`config.mk`:
```
export PLATFORM = sky130hd
export DESIGN_NAME = cmos_cam_gen
export DESIGN_NICKNAME = d
export VERILOG_FILES = /design/src/rtl/cmos_cam_gen.sv
export SDC_FILE = /design/constraint.sdc
export NUM_CORES = 1
export LEC_CHECK = 0
export CORE_UTILIZATION = 62
export DETAILED_ROUTE_END_ITERATION = 6
export PLACE_DENSITY_LB_ADDON = 0.25
export REMOVE_ABC_BUFFERS = 1
export SLEW_MARGIN = 30
export SYNTH_ARGS = -nofsm -noshare
export SYNTH_HDL_FRONTEND = slang
export SYNTH_SLANG_ARGS = --single-unit
export TNS_END_PERCENT = 5
```
`constraint.sdc`:
```
create_clock -name clk -period 7.2 [get_ports clk]
set_input_delay 1.44 -clock clk [delete_from_list [all_inputs] [get_ports clk]]
set_output_delay 1.44 -clock clk [all_outputs]
set_load 0.1 [all_outputs]
```
`src/rtl/cmos_cam_gen.sv`:
```
// cmos_cam_gen -- synthetic CMOS camera timing generator.
//
// Emits hsync/vsync/href timing for a raster of
// (H_SYNC+H_BP+H_ACTIVE+H_FP) x (V_SYNC+V_BP+V_ACTIVE+V_FP) clocks and,
// for every valid pixel, the byte address of that pixel inside an image
// file held in memory (BMP-style: header offset, optional bottom-up rows).
//
// Ports:
//   clk, rst_n   : clock (rising edge), async active-low reset
//   enable       : level request to generate frames
//   cmos_hsync   : line sync, active level HS_POL
//   cmos_vsync   : frame sync, active level VS_POL
//   cmos_href    : pixel valid
//   cmos_index   : byte address of the current pixel (0 when href=0)
//   frame_done   : one-cycle pulse when the last position of a frame leaves
//                  the pipeline
//   frame_cnt    : frames completed since leaving IDLE (saturating)
//
// Optional feature: define CMOS_CAM_ROW_PAD_EN to pad each image row to a
// multiple of 4 bytes (BMP row alignment). Default build: rows are packed.
//
// Outputs are two register stages behind the counters: stage 1 decodes
// sync/active/coordinates, stage 2 forms the address and drives the pins.
module cmos_cam_gen #(
  parameter int unsigned H_ACTIVE   = 800,
  parameter int unsigned H_FP       = 40,
  parameter int unsigned H_SYNC     = 128,
  parameter int unsigned H_BP       = 88,
  parameter int unsigned V_ACTIVE   = 480,
  parameter int unsigned V_FP       = 1,
  parameter int unsigned V_SYNC     = 3,
  parameter int unsigned V_BP       = 21,
  parameter bit          HS_POL     = 1'b0,
  parameter bit          VS_POL     = 1'b0,
  parameter int unsigned BYTES_PP   = 3,   // 3 or 4 only
  parameter int unsigned HDR_OFFSET = 54,
  parameter bit          BOTTOM_UP  = 1'b1,
  parameter int unsigned FRAMES     = 0    // 0 = unlimited
) (
  input  logic        clk,
  input  logic        rst_n,
  input  logic        enable,
  output logic        cmos_hsync,
  output logic        cmos_vsync,
  output logic        cmos_href,
  output logic [31:0] cmos_index,
  output logic        frame_done,
  output logic [15:0] frame_cnt
);

  localparam logic [31:0] H_TOTAL = 32'(H_ACTIVE + H_FP + H_SYNC + H_BP);
  localparam logic [31:0] V_TOTAL = 32'(V_ACTIVE + V_FP + V_SYNC + V_BP);
  localparam logic [31:0] H_LAST  = H_TOTAL - 32'd1;
  localparam logic [31:0] V_LAST  = V_TOTAL - 32'd1;
  localparam logic [31:0] H_START = 32'(H_SYNC + H_BP);
  localparam logic [31:0] H_END   = H_START + 32'(H_ACTIVE);
  localparam logic [31:0] V_START = 32'(V_SYNC + V_BP);
  localparam logic [31:0] V_END   = V_START + 32'(V_ACTIVE);
  localparam logic [31:0] ROW_B   = 32'(H_ACTIVE * BYTES_PP);
`ifdef CMOS_CAM_ROW_PAD_EN
  localparam logic [31:0] STRIDE  = (ROW_B + 32'd3) & ~32'd3;
`else
  localparam logic [31:0] STRIDE  = ROW_B;
`endif

  typedef enum logic [1:0] {IDLE, RUN, DONE} state_t;

  state_t      state;
  logic [31:0] hcnt, vcnt;
  logic        run, frame_end, limit_hit, h_act, v_act;

  // stage-1 registers
  logic        s1_hs, s1_vs, s1_act, s1_fe;
  logic [31:0] s1_x, s1_row;

  assign run       = (state == RUN);
  assign frame_end = (hcnt == H_LAST) && (vcnt == V_LAST);
  // frame_cnt lags the counters by two clocks, but a frame is far longer
  // than that, so it is up to date at every frame end.
  assign limit_hit = (FRAMES != 0) && (({16'd0, frame_cnt} + 32'd1) == FRAMES);
  assign h_act     = (hcnt >= H_START) && (hcnt < H_END);
  assign v_act     = (vcnt >= V_START) && (vcnt < V_END);

  // FSM, raster counters and frame counter
  always_ff @(posedge clk or negedge rst_n) begin
    if (!rst_n) begin
      state     <= IDLE;
      hcnt      <= '0;
      vcnt      <= '0;
      frame_cnt <= '0;
    end else begin
      // counts on the same edge that raises frame_done
      if (s1_fe && frame_cnt != 16'hFFFF) frame_cnt <= frame_cnt + 16'd1;
      case (state)
        IDLE: if (enable) begin
          state     <= RUN;
          frame_cnt <= '0;  // a fresh run wins over a late frame_done
        end
        RUN: begin
          if (frame_end) begin
            hcnt <= '0;
            vcnt <= '0;
            if (limit_hit)    state <= DONE;
            else if (!enable) state <= IDLE;
          end else if (hcnt == H_LAST) begin
            hcnt <= '0;
            vcnt <= vcnt + 32'd1;
          end else begin
            hcnt <= hcnt + 32'd1;
          end
        end
        DONE: if (!enable) state <= IDLE;
        default: state <= IDLE;
      endcase
    end
  end

  // Stage 1: decode position. Outside RUN everything decodes as idle so the
  // pipeline drains to inactive levels without glitches.
  always_ff @(posedge clk or negedge rst_n) begin
    if (!rst_n) begin
      s1_hs  <= ~HS_POL;
      s1_vs  <= ~VS_POL;
      s1_act <= 1'b0;
      s1_fe  <= 1'b0;
      s1_x   <= '0;
      s1_row <= '0;
    end else begin
      s1_hs  <= (run && hcnt < 32'(H_SYNC)) ? HS_POL : ~HS_POL;
      s1_vs  <= (run && vcnt < 32'(V_SYNC)) ? VS_POL : ~VS_POL;
      s1_act <= run && h_act && v_act;
      s1_fe  <= run && frame_end;
      s1_x   <= hcnt - H_START;
      s1_row <= BOTTOM_UP ? (32'(V_ACTIVE) - 32'd1) - (vcnt - V_START)
                          : (vcnt - V_START);
    end
  end

  // Stage 2: address formation and output registers
  always_ff @(posedge clk or negedge rst_n) begin
    if (!rst_n) begin
      cmos_hsync <= ~HS_POL;
      cmos_vsync <= ~VS_POL;
      cmos_href  <= 1'b0;
      cmos_index <= '0;
      frame_done <= 1'b0;
    end else begin
      cmos_hsync <= s1_hs;
      cmos_vsync <= s1_vs;
      cmos_href  <= s1_act;
      cmos_index <= s1_act ? 32'(HDR_OFFSET) + s1_row * STRIDE + s1_x * 32'(BYTES_PP)
                           : '0;
      frame_done <= s1_fe;
    end
  end

endmodule

```
==> results_dict.tcl <==
set metrics [dict create \
    wl_met3_um 782 \
    finalHoldViolations 0 \
    wl_per_cell_um 15.2 \
    synth-edff-count 0 \
    grt_pass1_wl_um 43500 \
    avgViaCountPerCell 5.50 \
    ir_worst_vdd_uv 176 \
    first_global_vias 9312 \
    fin_tns_setup_ns 0 \
    die_area_um2 21700 \
    layout_commonest_cell "inv_1" \
    synth_ff_type "dfrtp_1" \
    antenna_left 0 \
    grt_max_degree 77 \
    worst-path-buf-inv 3 \
    dr.max_layer_used "met4" \
    worstSkewPairLatency_ns 0.44 \
    rows 52 \
    cap_violations 0 \
    status "complete, no violations" \
    layout-drive-gt1-share_pct 5.12 \
    cts_buffer_depth 2 \
    htreeDepth 4 \
    powerDensity_nw_per_um2 189 \
    cts_tree "done" \
    globalplace.congestion 0.885 \
    fin_crit_sh_pct 96.4 \
    syn-cell-area_um2 13100 \
    worstPathArrival_ns 7.27 \
    yosys_warnings 0 \
    crit_type "flop to flop" \
    via_count 9230 \
    grt_usage_pct 25.2 \
    syn_area_per_cell_um2 9.71 \
    die_h_um 147 \
    cts.clk_slew.worst_paths_ns 0.07 \
    cpMostUsedCell "ha_1" \
    skew_ns 0.0132 \
    setup_viol 0 \
    dp_slack_ns 0.121 \
    yosysSeqAreaShare_pct 34.4 \
    drc 0 \
    io_buffers 54 \
    worstMarginPinSlew_ns 1.00 \
    p_total_mw 2.74 \
    cts-buffers-inserted 17 \
    antenna_found_initial 0 \
    drv_slew 0 \
    start_kind "flop" \
    layout.nets 1607 \
    wl_met2_um 12700 \
    clock-root-buffer "clkbuf_16" \
    syn_to_final_growth_pct 10.4 \
    holdBufCountCts 0 \
    synth_cell_types 74 \
    critPathMaxStageDelay_ns 0.53 \
    async_flop_share_pct 100 \
    ys_ff_latch 180 \
    drt-initial-drc-count 364 \
    detail_route.wirelength_um 25500 \
    setup_ws_ns 0.260 \
    antennaDiodeCount 0 \
    cellLeakagePower_nw 7.19 \
    critPathRequiredTime_ns 7.53 \
    cpMaxStageDelayCell "fa_1" \
    min_path_type "flop to flop" \
    start_util_pct 63.9 \
    netlist_instances 1349 \
    slew_headroom_pct 32.9 \
    critical_path.top_delay_family "adder cells" \
    final-instance-count-excl-fill 1677 \
    overflow 0 \
    io_pins 55 \
    core_um2 20500 \
    dr.pass1.iters 5 \
    die_w_um 147 \
    worst_setup_path_end_kind "flop" \
    dp.cells 1645 \
    finalCriticalPeriod_ns 6.94 \
    fmax_mhz 144 \
    clock-sinks 180 \
    critPathMaxFanout 7 \
    final_cell_mix "inv_1 (210), dfrtp_1 (176), ha_1 (141)" \
    nFillCells 1514 \
    dp.final_hpwl_um 19200 \
    wl_met1_um 11600 \
]
## cell families (layout without fill, tap and decap cells)
kind of cell | Yosys count | count (layout) | synth area share, %
buffers and inverters | 244 | 302 | 7.23
xor gates and xnor gates | 162 | 162 | 10.8
and+or+nand+nor | 387 | 387 | 15.1
AOI/OAI and AO/OA | 162 | 162 | 8.10
adders and majority gates | 210 | 210 | 24.0
muxes | 4 | 4 | 0.315
DFF | 180 | 180 | 34.4
## synth_stat cells (7+ instances only)
| library cell | instances | area (um2) |
|---|---|---|
| or3_1 | 14 | 87.6 |
| nand2b_1 | 7 | 43.8 |
| dfrtp_1 | 176 | 4400 |
| nand3_1 | 42 | 210 |
| and3_1 | 20 | 125 |
| ha_1 | 142 | 1780 |
| o31ai_1 | 7 | 52.6 |
| buf_2 | 7 | 35.0 |
| nor2_1 | 101 | 379 |
| fa_1 | 68 | 1360 |
| and2_1 | 9 | 56.3 |
| nand4_1 | 22 | 138 |
| nor2b_1 | 7 | 43.8 |
| clkbuf_1 | 21 | 78.8 |
| nor4_1 | 13 | 81.3 |
| o21a_1 | 12 | 90.1 |
| xnor2_1 | 106 | 928 |
| nor3_1 | 28 | 140 |
| o21ai_0 | 26 | 130 |
| inv_1 | 210 | 788 |
| xor2_1 | 56 | 490 |
| nand2_1 | 83 | 312 |
| a21o_1 | 25 | 188 |
| a21oi_1 | 42 | 210 |
## worst paths after layout
| path | startpoint | to | slack, ns | cells past startpoint |
|---|---|---|---|---|
| max | s1_row[5] | cmos_index[31] | 0.26 | 27 |
| min | s1_vs | cmos_vsync | 0.36 | 0 |
| max reg2reg | s1_row[5] | cmos_index[31] | 0.26 | 27 |
| min reg2reg | s1_vs | cmos_vsync | 0.36 | 0 |
| max in group asynchronous | rst_n | cmos_index[22] | 5.20 | 2 |
| min in group asynchronous | rst_n | frame_cnt[7] | 0.91 | 1 |
## layout make-up
class	instances	area, um2	share of cell area [%]
clock buffers	19	433	3.00
multi-input cells	925	7680	53.1
inverters	211	792	5.48
clock inverters	13	120	0.831
flip-flops and latches	180	4510	31.2
well taps	270	338	2.34
repair buffers	59	583	4.03
## metrics by stage
step | utilization, % | hold WS, ns | instance area, um2
after floorplan | - | 0.345 | 12900
after global placement | 67.6 | 0.347 | 13900
after detailed placement | 67.6 | 0.350 | 13900
after CTS | 70.3 | 0.359 | 14400
after global routing | 70.5 | 0.365 | 14500
final | 70.5 | 0.358 | 14500
## power by group
part	leakage [nW]	internal, mW	switching (mW)
Combinational	4.64	0.297	0.452
Clock	0.266	0.454	0.428
Sequential	2.28	1.06	0.0485
## flip-flops by register name, summed over array words and instances, names as in the netlist, 16 cells and up
register / count
s1_row: 27
vcnt: 32
s1_x: 32
hcnt: 32
cmos_index: 32
frame_cnt: 16
## repair_timing
action | CTS | global route
buffers inserted | 0 | 0
resized for setup | 0 | 9
setup endpoints to repair | 0 | 6
## routing by layer
layer	global-route usage [%]	vias up
met1	32.7	4471
met2	43.4	175
met3	3.66	42
li1	-	4542
met5	0	-
met4	8.09	0
(Power assumes the default switching activity.)
